### src/rtl/coherent_dcache_ctrl.sv
// MSI snooping data-cache controller: direct-mapped, 2-word blocks, one per CPU.
// Define FLUSH_EN to add halt/flushed and the write-back-all sequence.
module coherent_dcache_ctrl #(
  parameter int NSETS = 8
) (
  input  logic        CLK,
  input  logic        RST,
  input  logic        dmemREN,
  input  logic        dmemWEN,
  input  logic [31:0] dmemaddr,
  input  logic [31:0] dmemstore,
  output logic        dhit,
  output logic [31:0] dmemload,
  output logic        dREN,
  output logic        dWEN,
  output logic [31:0] daddr,
  output logic [31:0] dstore,
  input  logic        dwait,
  input  logic [31:0] dload,
  output logic        cctrans,
  output logic        ccwrite,
  input  logic        ccwait,
  input  logic        ccinv,
  input  logic [31:0] ccsnoopaddr,
`ifdef FLUSH_EN
  input  logic        halt,
  output logic        flushed,
`endif
  output logic        have
);

  localparam int IDXW = $clog2(NSETS);
  localparam int TAGW = 29 - IDXW;

  typedef enum logic [2:0] {
    IDLE, WB0, WB1, FILL0, FILL1, FLUSH, FDONE
  } state_t;

  logic [NSETS-1:0] valid;
  logic [NSETS-1:0] dirty;
  logic [TAGW-1:0]  tags [NSETS];
  logic [31:0]      w0 [NSETS];
  logic [31:0]      w1 [NSETS];

  state_t          state;
  logic [IDXW-1:0] ridx;
  logic [TAGW-1:0] rtag;
  logic            scnt;

  logic [IDXW-1:0] idx;
  logic [IDXW-1:0] sidx;
  logic [TAGW-1:0] tg;
  logic [TAGW-1:0] stg;
  logic            req;
  logic            tmatch;
  logic            smatch;
  logic            ack;
  logic            unused_bits;

  assign idx  = dmemaddr[IDXW+2:3];
  assign tg   = dmemaddr[31:IDXW+3];
  assign sidx = ccsnoopaddr[IDXW+2:3];
  assign stg  = ccsnoopaddr[31:IDXW+3];
  assign unused_bits = ^{dmemaddr[1:0], ccsnoopaddr[1:0]};

  assign req    = dmemREN | dmemWEN;
  assign tmatch = valid[idx] && (tags[idx] == tg);
  assign smatch = ccwait && valid[sidx] && (tags[sidx] == stg);
  assign have   = smatch && dirty[sidx];
  // a dwait drop during a snoop belongs to the snooper, not to us
  assign ack    = !dwait && !ccwait;

  assign dhit = (state == IDLE) && req && tmatch && !ccwait
             && (dmemREN || dirty[idx]);
  assign dmemload = (dhit && dmemREN)
                  ? (dmemaddr[2] ? w1[idx] : w0[idx]) : '0;

  assign dWEN    = (state == WB0) || (state == WB1);
  assign dREN    = (state == FILL0) || (state == FILL1);
  assign cctrans = dREN;
  assign ccwrite = dREN && dmemWEN;
  assign daddr   = dWEN ? {tags[ridx], ridx, 3'b000}
                 : dREN ? {rtag, ridx, 3'b000} : '0;

  always_comb begin
    dstore = '0;
    if (ccwait)
      dstore = ccsnoopaddr[2] ? w1[sidx] : w0[sidx];
    else if (state == WB0)
      dstore = w0[ridx];
    else if (state == WB1)
      dstore = w1[ridx];
  end

`ifdef FLUSH_EN
  logic [IDXW-1:0] fidx;
  logic            fl;
  logic            flast;
  assign flast   = fidx == IDXW'(NSETS - 1);
  assign flushed = state == FDONE;
`endif

  always_ff @(posedge CLK) begin
    if (RST) begin
      state <= IDLE;
      valid <= '0;
      dirty <= '0;
      ridx  <= '0;
      rtag  <= '0;
      scnt  <= 1'b0;
`ifdef FLUSH_EN
      fidx  <= '0;
      fl    <= 1'b0;
`endif
    end else begin
      if (!ccwait) begin
        scnt <= 1'b0;
      end else if (have && !dwait) begin
        scnt <= !scnt;
        if (scnt) begin
          if (ccinv) valid[sidx] <= 1'b0;
          else       dirty[sidx] <= 1'b0;
        end
      end else if (ccinv && smatch && !dirty[sidx]) begin
        valid[sidx] <= 1'b0;
      end

      // fill results are assigned last so they win over a same-set snoop
      unique case (state)
        IDLE: begin
`ifdef FLUSH_EN
          if (halt) begin
            state <= FLUSH;
            fidx  <= '0;
            fl    <= 1'b1;
          end else
`endif
          if (req && !ccwait && !dhit) begin
            ridx <= idx;
            rtag <= tg;
            if (valid[idx] && dirty[idx]) begin
              state <= WB0;
            end else begin
              valid[idx] <= 1'b0;
              state <= FILL0;
            end
          end
        end
        WB0: if (ack) state <= WB1;
        WB1: if (ack) begin
          valid[ridx] <= 1'b0;
          dirty[ridx] <= 1'b0;
`ifdef FLUSH_EN
          if (fl) begin
            fidx  <= fidx + 1'b1;
            state <= flast ? FDONE : FLUSH;
          end else
`endif
          state <= FILL0;
        end
        FILL0: if (ack) state <= FILL1;
        FILL1: if (ack) begin
          tags[ridx]  <= rtag;
          valid[ridx] <= 1'b1;
          dirty[ridx] <= dmemWEN;
          state <= IDLE;
        end
`ifdef FLUSH_EN
        FLUSH: if (!ccwait) begin
          if (valid[fidx] && dirty[fidx]) begin
            ridx  <= fidx;
            state <= WB0;
          end else begin
            valid[fidx] <= 1'b0;
            fidx <= fidx + 1'b1;
            if (flast) state <= FDONE;
          end
        end
        FDONE: ;
`endif
        default: state <= IDLE;
      endcase
    end
  end

  always_ff @(posedge CLK) begin
    if (!RST) begin
      if (dhit && dmemWEN) begin
        if (dmemaddr[2]) w1[idx] <= dmemstore;
        else             w0[idx] <= dmemstore;
      end
      if (state == FILL0 && ack) w0[ridx] <= dload;
      if (state == FILL1 && ack) w1[ridx] <= dload;
    end
  end

endmodule
### config.mk
export PLATFORM = sky130hd
export DESIGN_NAME = coherent_dcache_ctrl
export DESIGN_NICKNAME = d
export VERILOG_FILES = /design/src/rtl/coherent_dcache_ctrl.sv
export SDC_FILE = /design/constraint.sdc
export NUM_CORES = 1
export LEC_CHECK = 0
export ABC_AREA = 0
export BUFFER_PORTS_ARGS = -buffer_cell sky130_fd_sc_hd__buf_2
export CELL_PAD_IN_SITES_DETAIL_PLACEMENT = 1
export CELL_PAD_IN_SITES_GLOBAL_PLACEMENT = 1
export CORE_ASPECT_RATIO = 1.1
export CORE_UTILIZATION = 25
export CTS_BUF_LIST = sky130_fd_sc_hd__clkbuf_4 sky130_fd_sc_hd__clkbuf_8
export DETAILED_ROUTE_END_ITERATION = 16
export GPL_TIMING_DRIVEN = 0
export PLACE_DENSITY = 0.53
export SLEW_MARGIN = 25
export SYNTH_ARGS = -nofsm -noshare
export SYNTH_HDL_FRONTEND = slang
export SYNTH_SLANG_ARGS = --single-unit
### constraint.sdc
create_clock -name CLK -period 13.4 [get_ports CLK]
set_input_delay 4.02 -clock CLK [delete_from_list [all_inputs] [get_ports CLK]]
set_output_delay 4.02 -clock CLK [all_outputs]
set_load 0.05 [all_outputs]
==> After elaboration in Yosys (flattened, before gate mapping) <==
Memory sizes are Yosys's and may differ from the RTL's. A register that Yosys moved wholly into a read port is not among the register bits.
Index checks and enable logic that the tools add are counted.
{ "op_classes": {"add_sub_neg": 0, "n_mul": 0, "n_div": 0, "order_cmp": 6, "n_eq_ne": 11, "shifts": 0, "mux": 79, "n_bitwise": 11, "reduce_logical": 37} }
{ "ops": {"columns": ["op", "count"], "rows": [
  ["$mux W32", 10],
  ["$mux W8", 17],
  ["$reduce_or A32 Y1", 2],
  ["$eq A26 B26 Y1", 2],
  ["$and A8 B8 Y8", 5],
  ["$mux W3", 13],
  ["$mux W1", 27],
  ["$not A8 Y8", 3],
  ["$pmux W8 S3", 1],
  ["$logic_and A1 B1 Y1", 23],
  ["$pmux W8 S2", 1],
  ["$pmux W3 S5", 1],
  ["$bmux W1 S3", 4],
  ["$lt A3 B4 Y1 const B", 3],
  ["$demux W1 S3", 3],
  ["$ge A3 B1 Y1 const B", 3],
  ["$bwmux W8", 1],
  ["$ne A2 B2 Y1 const B", 4],
  ["$or A8 B8 Y8", 1],
  ["$eq A3 B2 Y1 const B", 2],
  ["$logic_not A1 Y1", 5],
  ["$reduce_and A5 Y1", 1],
  ["$eq A3 B1 Y1 const B", 1],
  ["$eq A3 B3 Y1 const B", 1],
  ["8 further kinds", 10]
]} }
{ "totals": {"ff_bits": 49, "latch_bits": 0, "ramBits": 720, "romBits": 0, "input_bits": 135, "elab_cells": 153, "n_memories": 3} }
{ "memory_table": {"columns": ["memory", "depth", "word_bits", "read_ports", "rd_clocked_by_memory_dff", "write_ports", "line_no", "rtl"], "rows": [
  ["w0", 8, 32, 3, 1, 1, "42", "logic [31:0] w0 [NSETS];"],
  ["w1", 8, 32, 3, 1, 1, "43", "logic [31:0] w1 [NSETS];"],
  ["tags", 8, 26, 3, 1, 1, "41", "logic [TAGW-1:0] tags [NSETS];"]
]} }

==> Longest topological paths before layout <==
{ "logic_depth": {"ltp_word": 15, "depth_mapped": 14, "mapped_depth_nobuf": 8} }

==> Worst setup path before layout <==
No wires, ideal clock.
{ "synth_timing": {"path_type": "input -> output", "start": "in dmemaddr[5]", "end": "out dmemload[13]", "arrival_ns": 7.479, "required_ns": 9.380, "setup_slack_ns": 1.901, "stages": 13, "path_cell_list": "buf_4 -> buf_6 -> buf_2 -> buf_4 -> mux2i_1 -> a22oi_1 -> nand2_1 -> xnor2_1 -> or4_1 -> nor4_4 -> nand3_2 -> buf_2 -> a311oi_1"} }
{ "synth_via": {"elab_chain_len": 8, "elab_cells_between_ends": 16, "cone_classes": "eq/ne: 1; mux: 6; reduce/logical: 6; memory: 3"} }
{ "synth_lines": {"columns": ["item", "line_no", "rtl"], "rows": [
  ["from (decl)", "10", "input logic [31:0] dmemaddr,"],
  ["$mem_v2 Z8 W26 or $bmux W1 S3 (tied branches)", null, null],
  ["$eq A26 B26 Y1 or $mux W1 (tied branches)", "67", "assign tmatch = valid[idx] && (tags[idx] == tg);"],
  ["$logic_and A1 B1 Y1", "67", null],
  ["$logic_and A1 B1 Y1 (2 in a row)", "73", "assign dhit = (state == IDLE) && req && tmatch && !ccwait"],
  ["$logic_and A1 B1 Y1", "74", "&& (dmemREN || dirty[idx]);"],
  ["$logic_and A1 B1 Y1", "75", "assign dmemload = (dhit && dmemREN)"],
  ["$mux W32 *", "76", "? (dmemaddr[2] ? w1[idx] : w0[idx]) : '0;"],
  ["to (decl)", "13", "output logic [31:0] dmemload,"]
]} }
Every way passes the cells marked *; elsewhere a longest branch is shown, timed or not. The select of a mux whose other input is x is not followed.

==> Final worst setup path <==
{ "layout_timing": {"start": "in ccsnoopaddr[3]", "end": "out dstore[29]"} }
{ "layout_via": {"elab_chain_len": 3, "elab_cells_between_ends": 4, "cone_classes": "mux: 2; memory: 2"} }
{ "layout_lines": {"columns": ["item", "line_no", "rtl"], "rows": [
  ["from (decl)", "24", "input logic [31:0] ccsnoopaddr,"],
  ["$mem_v2 Z8 W32, on equally long branches", null, null],
  ["$mux W32 *", "88", "dstore = ccsnoopaddr[2] ? w1[sidx] : w0[sidx];"],
  ["$mux W32 *", "87", "if (ccwait)"],
  ["to (decl)", "17", "output logic [31:0] dstore,"]
]} }
Every way passes the cells marked *; elsewhere a longest branch is shown, timed or not.

==> tab_implementation.tex <==
\begin{tabular}{lr}
\hline
Metric & Value \\
\hline
\multicolumn{2}{l}{\textbf{Timing}} \\
Final max-slew violation count & 0 \\
Final worst path period need & 13,430 ps \\
Hold Worst Slack & between 400 and 500 ps \\
Worst-case headroom to the max-slew limit & 17.0\% \\
Final setup violating endpoints & 3 \\
Worst setup slack after layout & -34.3 ps \\
Number of hold-slack violations in the final timing report & 0 \\
FMAX & $\sim$74 MHz \\
Final Cycle Share & 100\% \\
Actual slew at the worst max-slew pin & roughly 1200 ps \\
Unrepaired setup endpoints after global routing & no \\
Worst clock skew on the final layout & between 60 and 70 ps \\
\multicolumn{2}{l}{\textbf{Yosys}} \\
Library cells used by synthesis & 86 \\
Sequential-to-total area share from yosys stat & roughly half \\
Number of synthesized flops with an enable pin & about 700 \\
Yosys warning total & 0 \\
Post-Synthesis Mean Instance Area & 13.2 sq um \\
Post-synth ARST share & 0\% \\
Number of synthesized register bits & between 700 and 800 \\
Prevailing post-synth register cell & edfxtp\_1 \\
Post-synthesis instance total & $\sim$3,400 \\
Total standard cell area after synthesis & $\sim$0.045 sq mm \\
\multicolumn{2}{l}{\textbf{Critical path}} \\
Reg2reg path depth & 11 \\
Startpoint of the worst register-to-register path & tags[5][18] \\
Destination of the worst register-to-register timing path & w0[0][12] \\
Crit end category & output port \\
Critical path peak fanout & 19 \\
Launch point of the critical path & ccsnoopaddr[3] \\
Worst EP arrival & around 9400 ps \\
Critical Setup Path Class & primary input to output port \\
Termination of the worst setup path & dstore[29] \\
Crit start category & primary input \\
Register-to-register setup slack & roughly 8700 ps \\
Endpoint required time on the critical path & 9380 ps \\
\multicolumn{2}{l}{\textbf{Job}} \\
Max-cap violations & 0 \\
\multicolumn{2}{l}{\textbf{Min path}} \\
Class of the tightest hold or removal check & flop to flop \\
\multicolumn{2}{l}{\textbf{Drt}} \\
Final routed DRC violation total & 0 \\
Post-detailed-route wirelength per cell & slightly above 40 microns \\
Wirelength, routed & about 260 mm \\
Average vias per placed instance & just over 6 \\
Count of antenna-violating nets left after detailed routing & 0 \\
Drt first-iter violations & 6,214 \\
Vias after detailed routing & between 30,000 and 40,000 \\
TritonRoute pass-1 iters & 6 \\
\multicolumn{2}{l}{\textbf{Pwr}} \\
Total power & 6.43 mW \\
Max IR drop VDD & $\sim$0.11 mV \\
Standby leakage power & 17.6 nW \\
Power per cell area & between 100 and 150 mW/mm\^{}2 \\
\multicolumn{2}{l}{\textbf{Cells and area}} \\
Layout cell share with drive strength beyond 1 & about 31\% \\
Cell Count, Final, Fillers Out & about 6,300 \\
Area Growth Syn to Fin & 20.5\% \\
Net count of the finished layout & about 4,000 \\
Finished Cell Area & $\sim$0.054 sq mm \\
\multicolumn{2}{l}{\textbf{Clock tree}} \\
Clock transition at the register clock pins on the worst setup and hold paths after CTS & roughly 60 ps \\
TritonCTS Sinks & $\sim$770 \\
Worst-Skew Late Latency & between 900 and 1000 ps \\
CTS tree & yes \\
\# Post-CTS Setup Buffers & 0 \\
Buffer depth of the longest clock path & 3 \\
H-tree depth & 4 \\
Clock tree root driver cell & clkbuf\_8 \\
Total clock buffers created by CTS & 144 \\
\multicolumn{2}{l}{\textbf{Global route}} \\
First-pass GRT wire length & 344 mm \\
Number of global-route vias before repair & $\sim$38,000 \\
Maximum number of pins on one net before global-route repair & 20 \\
Leftover overflow at the end of global routing & 0 \\
Initial antenna violation count & 23 \\
GR Util All Layers & 28.3\% \\
\multicolumn{2}{l}{\textbf{Place}} \\
Port bufs & around 220 \\
Placer's final routability congestion estimate & just under 1 \\
Pre-CTS worst setup slack & -394 ps \\
DP HPWL & around 190 mm \\
Placed cell area & 0.0510 sq mm \\
Total instance count after detailed placement & between 6,000 and 7,000 \\
\multicolumn{2}{l}{\textbf{Die}} \\
Number of cell rows & 162 \\
DIE AREA & 0.180 sq mm \\
Starting density of the core & 25.2\% \\
Top-Level Pins & approximately 240 \\
Horizontal die dimension & 405 microns \\
Height of the die & around 450 microns \\
Placeable core area & 0.177 sq mm \\
\multicolumn{2}{l}{\textbf{Status}} \\
Outcome & finished, violations left \\
Failing checks & negative setup slack \\
\hline
\end{tabular}
[how the worst min path moves through the flow]
stage	startpoint	to	slack, ps	cells past startpoint
2_1_floorplan	scnt	scnt	450	2
3_3_place_gp	scnt	scnt	470	2
3_5_place_dp	scnt	scnt	470	2
4_1_cts	scnt	scnt	480	2
5_1_grt	scnt	scnt	520	2
6_report	scnt	scnt	490	2
[metrics by stage]
stage          setup TNS [ps]  util (%)
2_1_floorplan               0         -
3_3_place_gp            -5630      27.5
3_5_place_dp             -684      28.8
4_1_cts                     0      30.3
5_1_grt                     0      30.4
6_report                -45.3      30.4
[cells in the final DEF (no fill, tap or decap), drive strengths merged, types with 10 or more instances in the layout]
master,count
mux2i,249
clkinv,55
o311ai,30
mux4,307
buf,442
nand2,292
clkbuf,373
nand2b,10
a211oi,45
a32oi,29
edfxtp,720
o22ai,114
nor3b,33
a21oi,159
a22o,17
o21ai,116
nor3,39
nor2b,45
and2,16
inv,13
o211ai,21
o2111ai,18
a22oi,62
o221ai,49
o22a,19
diode,15
nor4,42
xnor2,21
a31oi,18
mux2,157
dfxtp,52
nor2,183
nand4,10
a221oi,48
nand3,19
o21a,13
o31a,14
[worst max-delay path, stage by stage]
cell      delay (ps)
buf_2            130
buf_6            250
buf_12           210
buf_6            250
buf_6            270
buf_2            530
clkbuf_1         880
buf_2            910
a221oi_1         100
o21ai_0          920
o21ai_0          220
a21oi_1          310
buf_2            330
[final cells by class]
type	count	area (sq um)
fill	19164	123000
sequential	772	22700
multi-input combinational	2290	20800
timing repair buffer	309	3020
tap	2378	2980
clock buffer	187	2320
buffer	319	1600
clock inverter	63	445
inverter	12	45.0
antenna	15	37.5
[cells in the mapped netlist (10+ instances only)]
cell type | number | area share, %
o31a_1 | 14 | 0.27
a31oi_1 | 18 | 0.25
and2_1 | 15 | 0.21
o2111ai_1 | 18 | 0.35
nor3b_1 | 33 | 0.55
nand3_1 | 18 | 0.20
a32oi_1 | 29 | 0.57
nor3_1 | 39 | 0.44
mux2_1 | 16 | 0.40
a21oi_1 | 159 | 1.8
buf_1 | 49 | 0.41
a211oi_1 | 45 | 0.76
edfxtp_1 | 720 | 48
o311ai_0 | 30 | 0.59
nand2_1 | 291 | 2.4
nor2_1 | 182 | 1.5
nand2b_1 | 10 | 0.14
nor4_1 | 41 | 0.57
a22oi_1 | 62 | 1.0
mux2_2 | 138 | 3.5
dfxtp_1 | 52 | 2.3
buf_6 | 11 | 0.28
buf_4 | 11 | 0.18
xnor2_1 | 21 | 0.41
o211ai_1 | 21 | 0.35
o21a_1 | 13 | 0.22
clkbuf_1 | 186 | 1.6
nor2b_1 | 45 | 0.63
nand4_1 | 10 | 0.14
o22ai_1 | 111 | 1.6
o21ai_0 | 116 | 1.3
mux2i_1 | 249 | 5.6
o221ai_1 | 49 | 0.96
a221oi_1 | 48 | 0.94
mux4_2 | 306 | 15
a22o_1 | 17 | 0.33
buf_2 | 59 | 0.66
o22a_1 | 19 | 0.37
[cells by family after synthesis]
kind of cell / synth area share [%]
DFF: 50.7
muxes: 25.0
buffers and inverters: 3.35
other: 0.00839
xor gates and xnor gates: 0.549
AOI/OAI and AO/OA: 12.6
and+or+nand+nor: 7.77
[metal layers]
| layer | track usage, % | share of wire (%) | up-vias |
|---|---|---|---|
| met1 | 35.5 | 38 | 20359 |
| li1 | - | - | 14820 |
| met2 | 42.1 | 43 | 3322 |
| met4 | 17.4 | 7.2 | 16 |
| met5 | 0.216 | 0.059 | - |
| met3 | 8.98 | 12 | 819 |
[registers in the layout (all words and copies together) (netlist names), named ones only]
signal,flops
dirty,8
ridx,3
rtag,26
scnt,1
state,3
tags,208
valid,8
w0,256
w1,256
[repair_timing]
action | in CTS | in global routing
endpoints found under the setup margin | 6 | 1
hold buffers | 0 | 0
gates resized for setup | 3 | 2
[where the power goes]
part           leakage, nW  total, mW  internal [mW]  switching, mW
logic                 9.18       1.38          0.423          0.953
clock network         1.45       2.34           1.19           1.14
registers             6.95       2.71           2.67         0.0465
total                 17.6       6.43           4.28           2.14
(Power assumes the default switching activity.)
